[src/rtl/logicnets_pkg.sv]
// Layer width constants shared by the LogicNets layer wrappers and the inter-layer pipes.
package logicnets_pkg;
  localparam int L0_OUT_W = 16;
  localparam int L1_IN_W  = 16;

  typedef logic [1:0] pipe_occ_t;
endpackage

[src/rtl/logicnets_layer_pipe.sv]
// Registered valid/ready stage with a 2-entry skid buffer between two combinational LUT layers.
// Every output comes straight from a flop, so back-pressure never creates a combinational ready path.
module logicnets_layer_pipe
  import logicnets_pkg::L0_OUT_W;
#(
  parameter int DATA_W = L0_OUT_W,
  parameter int CNT_W  = 16
) (
  input  logic              clk,
  input  logic              rst_n,
  input  logic              flush,
  input  logic              in_valid,
  input  logic [DATA_W-1:0] in_data,
  output logic              in_ready,
  output logic              out_valid,
  output logic [DATA_W-1:0] out_data,
  input  logic              out_ready,
  output logic [1:0]        occupancy,
  output logic [CNT_W-1:0]  vec_cnt
);

  logic              skid_valid;
  logic [DATA_W-1:0] skid_data;
  logic              accept;
  logic              emit;

  assign accept    = in_valid & in_ready;
  assign emit      = out_valid & out_ready;
  assign occupancy = skid_valid ? 2'd2 : {1'b0, out_valid};

  // Main entry, skid flag, ready and counter; main data sits here because reset clears it
  always_ff @(posedge clk) begin
    if (!rst_n) begin
      out_valid  <= 1'b0;
      out_data   <= '0;
      skid_valid <= 1'b0;
      in_ready   <= 1'b0;
      vec_cnt    <= '0;
    end else begin
      // Downstream consumed the vector even if a flush discards the rest
      if (emit) vec_cnt <= vec_cnt + CNT_W'(1);

      if (flush) begin
        out_valid  <= 1'b0;
        skid_valid <= 1'b0;
        in_ready   <= 1'b1;
      end else if (skid_valid) begin
        if (out_ready) begin
          out_data   <= skid_data;
          skid_valid <= 1'b0;
          in_ready   <= 1'b1;
        end
      end else if (out_valid) begin
        in_ready <= 1'b1;
        if (accept && !out_ready) begin
          skid_valid <= 1'b1;
          in_ready   <= 1'b0;
        end else if (accept) begin
          out_data <= in_data;
        end else if (out_ready) begin
          out_valid <= 1'b0;
        end
      end else begin
        in_ready <= 1'b1;
        if (accept) begin
          out_data  <= in_data;
          out_valid <= 1'b1;
        end
      end
    end
  end

  // Skid payload is qualified by skid_valid, so it needs no reset
  always_ff @(posedge clk) begin
    if (accept && out_valid && !skid_valid && !out_ready && !flush) skid_data <= in_data;
  end

endmodule

[config.mk]
export PLATFORM = sky130hd
export DESIGN_NAME = logicnets_layer_pipe
export DESIGN_NICKNAME = d
export VERILOG_FILES = /design/src/rtl/logicnets_pkg.sv /design/src/rtl/logicnets_layer_pipe.sv
export SDC_FILE = /design/constraint.sdc
export NUM_CORES = 1
export LEC_CHECK = 0
export BUFFER_PORTS_ARGS = -buffer_cell sky130_fd_sc_hd__clkbuf_2
export CAP_MARGIN = 10
export CORE_UTILIZATION = 47
export CTS_CLUSTER_DIAMETER = 30
export DETAILED_ROUTE_END_ITERATION = 6
export PLACE_DENSITY_LB_ADDON = 0.2
export SLEW_MARGIN = 20
export SYNTH_ARGS = -nofsm -noshare
export SYNTH_HDL_FRONTEND = slang
export SYNTH_SLANG_ARGS = --single-unit
[constraint.sdc]
create_clock -name clk -period 2.5 [get_ports clk]
set_clock_uncertainty 0.05 [all_clocks]
set_input_delay 0.25 -clock clk [delete_from_list [all_inputs] [get_ports clk]]
set_output_delay 0.25 -clock clk [all_outputs]
set_load 0.02 [all_outputs]
======== After elaboration in Yosys (flattened, before gate mapping) ========
Cells that the tools add are included.
operators by class
  equal/unequal tests ..................... 3
  bitwise operators ....................... 4
  mux-type cells .......................... 19
  reduce and logical (&&, ||, !) cells .... 10
  add/sub/neg operators ................... 1
operator list
  kind                                                             count
  16-bit 2-to-1 mux                                                5
  16-bit by 1-bit adder with 16-bit output, second input constant  1
  1-bit 2-to-1 mux                                                 13
  3-bit inequality test, second input constant                     2
  1-bit logical AND                                                5
  1-bit zero test                                                  3
  3-bit AND reduction                                              1
  1-bit AND                                                        2
  2-bit 2-to-1 mux                                                 1
  2-bit inequality test, second input constant                     1
  1-bit inverter                                                   2
  2-bit OR reduction                                               1
storage, ports and cells
  word-level logic and storage cells ...... 43
  flip-flop bits (word level) ............. 51
  output and inout bits ................... 36
  bits of input ports ..................... 21

======== Depth between registers and ports, before layout ========
  depth after elaboration ................. 6
  gate-level depth with buffers ........... 6
  depth with buffers taken out ............ 5

======== Worst setup path after synthesis ========
OpenSTA, ideal clock, no wires.
  path type ............................... reg-to-reg
  start ................................... register skid_valid
  end ..................................... register skid_data[0] (enable)
  setup time .............................. 0.432 ns
  stages on the path, launching flop included .. 4
  path slack .............................. -0.291 ns
  path buffers ............................ 2
  required time ........................... 2.018 ns
  period minus slack after synthesis ...... 2.791 ns
  data arrival time ....................... 2.310 ns
  path through ............................ dfxtp_1 clkbuf_1 buf_2 nor4_1
on the way
  longest elaborated chain between the ends .. 4
ends and longest elaborated chain
  item                            RTL line                    text
  from (decl)                     logicnets_layer_pipe.sv:22  logic skid_valid;
  from (signal assigned)          logicnets_layer_pipe.sv:36  skid_valid <= 1'b0;
  from (signal assigned)          logicnets_layer_pipe.sv:45  skid_valid <= 1'b0;
  from (signal assigned)          logicnets_layer_pipe.sv:50  skid_valid <= 1'b0;
  1-bit zero test                 logicnets_layer_pipe.sv:75  if (accept && out_valid && !skid_valid && !out_ready && !flush) skid_data <= in_data;
  1-bit logical AND (3 in a row)  logicnets_layer_pipe.sv:75
  to (signal assigned)            logicnets_layer_pipe.sv:75
  to (decl)                       logicnets_layer_pipe.sv:23  logic [DATA_W-1:0] skid_data;
Every way passes these cells.
A chain may end at the register's enable or synchronous reset.

======== Final worst setup path ========
  start ................................... register skid_valid
  end ..................................... register out_data[11]
on the way
  longest elaborated chain between the ends .. 2
  elaborated cells between the ends (all ways) .. 4
  those cells by class .................... 2 x eq/ne; 1 x mux; 1 x reduce/logical
ends and longest elaborated chain
  item                                                                                    RTL line                    text
  3-bit inequality test (no source line) / 2-bit inequality test (equally long branches)  -
  3-bit AND reduction (no source line)                                                    -
  to (signal assigned)                                                                    logicnets_layer_pipe.sv:49  out_data <= skid_data;
  to (signal assigned)                                                                    logicnets_layer_pipe.sv:59  out_data <= in_data;
  to (signal assigned)                                                                    logicnets_layer_pipe.sv:66  out_data <= in_data;
  to (decl)                                                                               logicnets_layer_pipe.sv:16  output logic [DATA_W-1:0] out_data,
Parallel ways exist; a longest one is shown, timed or not.

==> reports/qor.csv <==
stage,metric,value,unit
place,dp_cells,288,
synthesis,ys_top_cells_by_area,"dfxtp_1, edfxtp_1, mux2i_1",
global_route,antenna_found_initial,0,
critical_path,rr_startpoint,skid_valid,
synthesis,synth_top_family_by_area,simple AND/OR/NAND/NOR gates,
synthesis,synthAdderAreaFrac,0.00563,
critical_path,critPathArrivalTime,1.86,ns
synthesis,synth_compound_area_frac,0.122,
synthesis,synth-edff-count,16,
critical_path,path_max_fanout,32,
global_route,grt_max_degree,39,
critical_path,crit_path_max_incr_delay,0.64,ns
worst_hold_path,min_to,skid_data[12],
final_layout,area_growth,16.4,%
synthesis,syn_area_per_cell,11.6,µm²
synthesis,synthDistinctLibCells,38,
final_layout,final_common_cell,clkbuf_2,
critical_path,reg2reg_depth,5,
critical_path,critPathKind,flop to flop,
clock_tree,clock_latency,0.30,ns
run_status,outcome,"finished, violations left",
worst_hold_path,hold_path.class,input port to flop,
synthesis,synth-xor-area-share,0.0355,
floorplan,boundaryPins,57,
power_and_ir_drop,cellPowerDensity,558,nW/µm²
global_route,met1_usage,0.218,
synthesis,synth-simple-area-share,0.168,
floorplan,start_util,0.500,
synthesis,ys_warn_count,0,
route,drc,6,
critical_path,start_kind,flop,
clock_tree,numCtsBuffers,5,
clock_tree,cts_buffer_depth,2,
critical_path,cp_num_buf_inv,1,
critical_path,cp_cell_sequence,a21oi_1 > a211oi_4 > buf_4 > nand2_1 > o211a_1,
final_layout,drive_above_1_share,0.307,
critical_path,crit_family,flip-flops,
floorplan,die_area,5010,µm²
timing,slew_violations,0,
clock_tree,cts_resized,0,
final_layout,antenna_cells,0,
final_layout,layout_common_cells,"clkbuf_2, dfxtp_1, nand2_1",
timing,rsz0062_at_grt,false,
synthesis,synth_area,2220,µm²
timing,final-setup-viol-count,0,
final_layout,fin_cells,296,
timing,setup_tns,0,ns
synthesis,ys_seq_area_frac,0.532,
synthesis,postSynth.asyncResetShare,0,
global_route,first_global_vias,1432,
route,drt_pass1_iterations,6,
route,first_iter_violations,67,
timing,slew_headroom,0.553,
critical_path,r2r-end,out_data[11],
final_layout,fillers,411,
clock_tree,postCtsSetupBuffers,0,
floorplan,die_h,70.8,µm
route,viasPerCell,5.30,
global_route,grt_most_used_layer,met2,
global_route,use_met2,0.282,
floorplan,die_x,70.8,µm
synthesis,yosysTopAreaCell,dfxtp_1,
synthesis,yosys.area.top_type_share,0.315,
route,wl_per_cell,13.8,µm
worst_hold_path,whs_path_depth,1,
clock_tree,cts-root-buf,clkbuf_8,
place,port_buffers,56,
power_and_ir_drop,ir_drop,318,µV
critical_path,endpoint_kind,flop,
timing,max_clock_freq,585,MHz
place,dpl.hpwl,2870,µm
clock_tree,hold_buffers,0,
route,wl,4080,µm
synthesis,synth_top_flop_cell,dfxtp_1,
timing,hold_viol_final,0,
critical_path,ff2ff_setup_slack,0.79,ns
timing,fin_crit_sh,0.684,
timing,fin_crit,1.71,ns
floorplan,placementRows,24,
global_route,grt_pass1_wl,6620,µm
final_layout,finalNetCount,265,
place,globalplace.congestion,0.676,
worst_hold_path,min-delay-start,in_data[12],
final_layout,final_core_util,0.582,
synthesis,synth_mux_area_frac,0.0861,
floorplan,core,4440,µm²
power_and_ir_drop,leakagePower,1.20,nW
synthesis,syn_nets,213,
timing,worst_pin_slew,0.670,ns
critical_path,cp_slowest_cell,dfxtp_1,
global_route,grt_usage,0.172,
clock_tree,clkTransAtPathRegs,0.09,ns
route,num_vias,1568,
run_status,violations,design-rule violations,
flow_run,drv_cap,0,
clock_tree,htreeDepth,2,
global_route,grt.overflow.total,0,
synthesis,synthCells,191,
route,final_antenna_net_count,0,
global_route,use_met3,0.0427,
clock_tree,clkSinkCount,51,
critical_path,cp.required,2.65,ns
synthesis,synth_seq_cells,51,
clock_tree,cts_tree,yes,
## cell type report
cell class | count | area, µm² | area share
repair buffers | 60 | 310 | 0.120
clock buffers | 6 | 72.6 | 0.0281
clock inverters | 2 | 12.5 | 0.00484
inverters | 1 | 3.75 | 0.00145
well taps | 52 | 65.1 | 0.0252
flip-flops and latches | 51 | 1180 | 0.457
multi-input cells | 124 | 941 | 0.364
## cells by family (layout without fill, tap and decap cells)
| group | after synthesis | after routing |
|---|---|---|
| flip-flops | 51 | 51 |
| AO/OA/AOI/OAI | 31 | 31 |
| buffers and inverters | 16 | 69 |
| AND/OR/NAND/NOR | 64 | 64 |
| adder cells (fa/ha/maj) | 1 | 1 |
| multiplexers | 19 | 19 |
| XOR/XNOR | 9 | 9 |
## where the power goes
group | leakage, nW | switching (mW) | total (mW) | internal, mW
Sequential | 0.428 | 0.0114 | 0.879 | 0.868
Clock | 0.0412 | 0.260 | 0.456 | 0.196
Combinational | 0.732 | 0.0645 | 0.109 | 0.0442
Total | 1.20 | 0.336 | 1.44 | 1.11
## registers in the layout, indices dropped and copies added, names as in the netlist
register,count
out_valid,1
vec_cnt,16
skid_valid,1
skid_data,16
in_ready,1
out_data,16
## synth_stat cells (2+ instances only)
cell,number
buf_2,2
o211a_1,16
o21ai_0,5
mux2i_1,18
and4_1,2
nand2b_1,3
a21boi_1,3
clkbuf_1,4
nand2_1,27
xnor2_1,8
and4_2,2
and2_1,9
or3_1,3
edfxtp_1,16
dfxtp_1,35
and3_1,3
buf_6,5
nand4_1,3
buf_4,4
nand3_1,5
## worst reg2reg max path, stage by stage (launching register included)
cell	delay, ns
dfxtp_1	0.64
a21oi_1	0.14
a211oi_4	0.22
buf_4	0.33
nand2_1	0.10
o211a_1	0.13
## through the flow
step                cell area [µm²]  total power, mW  hold slack [ns]  setup WS, ns
CTS                            2590             1.47           0.0718         0.795
global placement               2500             1.01            0.397         0.831
detailed placement             2500             1.01            0.399         0.805
finish                         2590             1.44           0.0826         0.790
global route                   2590             1.50           0.0671         0.680
floorplan                      2230            0.967            0.277         0.367
## worst max path at each step
stage          startpoint      endpoint  slack, ns  cells after the start
6_report       skid_valid  out_data[11]       0.79                      5
5_1_grt        skid_valid  out_data[13]       0.68                      5
4_1_cts        vec_cnt[0]   vec_cnt[10]       0.79                      5
3_5_place_dp   vec_cnt[0]   vec_cnt[10]       0.81                      5
3_3_place_gp   vec_cnt[0]   vec_cnt[10]       0.83                      5
2_1_floorplan  skid_valid  skid_data[0]       0.37                      3
## layer usage
metal | up-vias | wire [µm] | part of all wire
met5 | - | 0 | 0
met4 | 0 | 72 | 0.018
met3 | 6 | 145 | 0.036
met2 | 32 | 1950 | 0.48
met1 | 741 | 1910 | 0.47
li1 | 789 | - | -
Power figures use the tool's default switching activity.
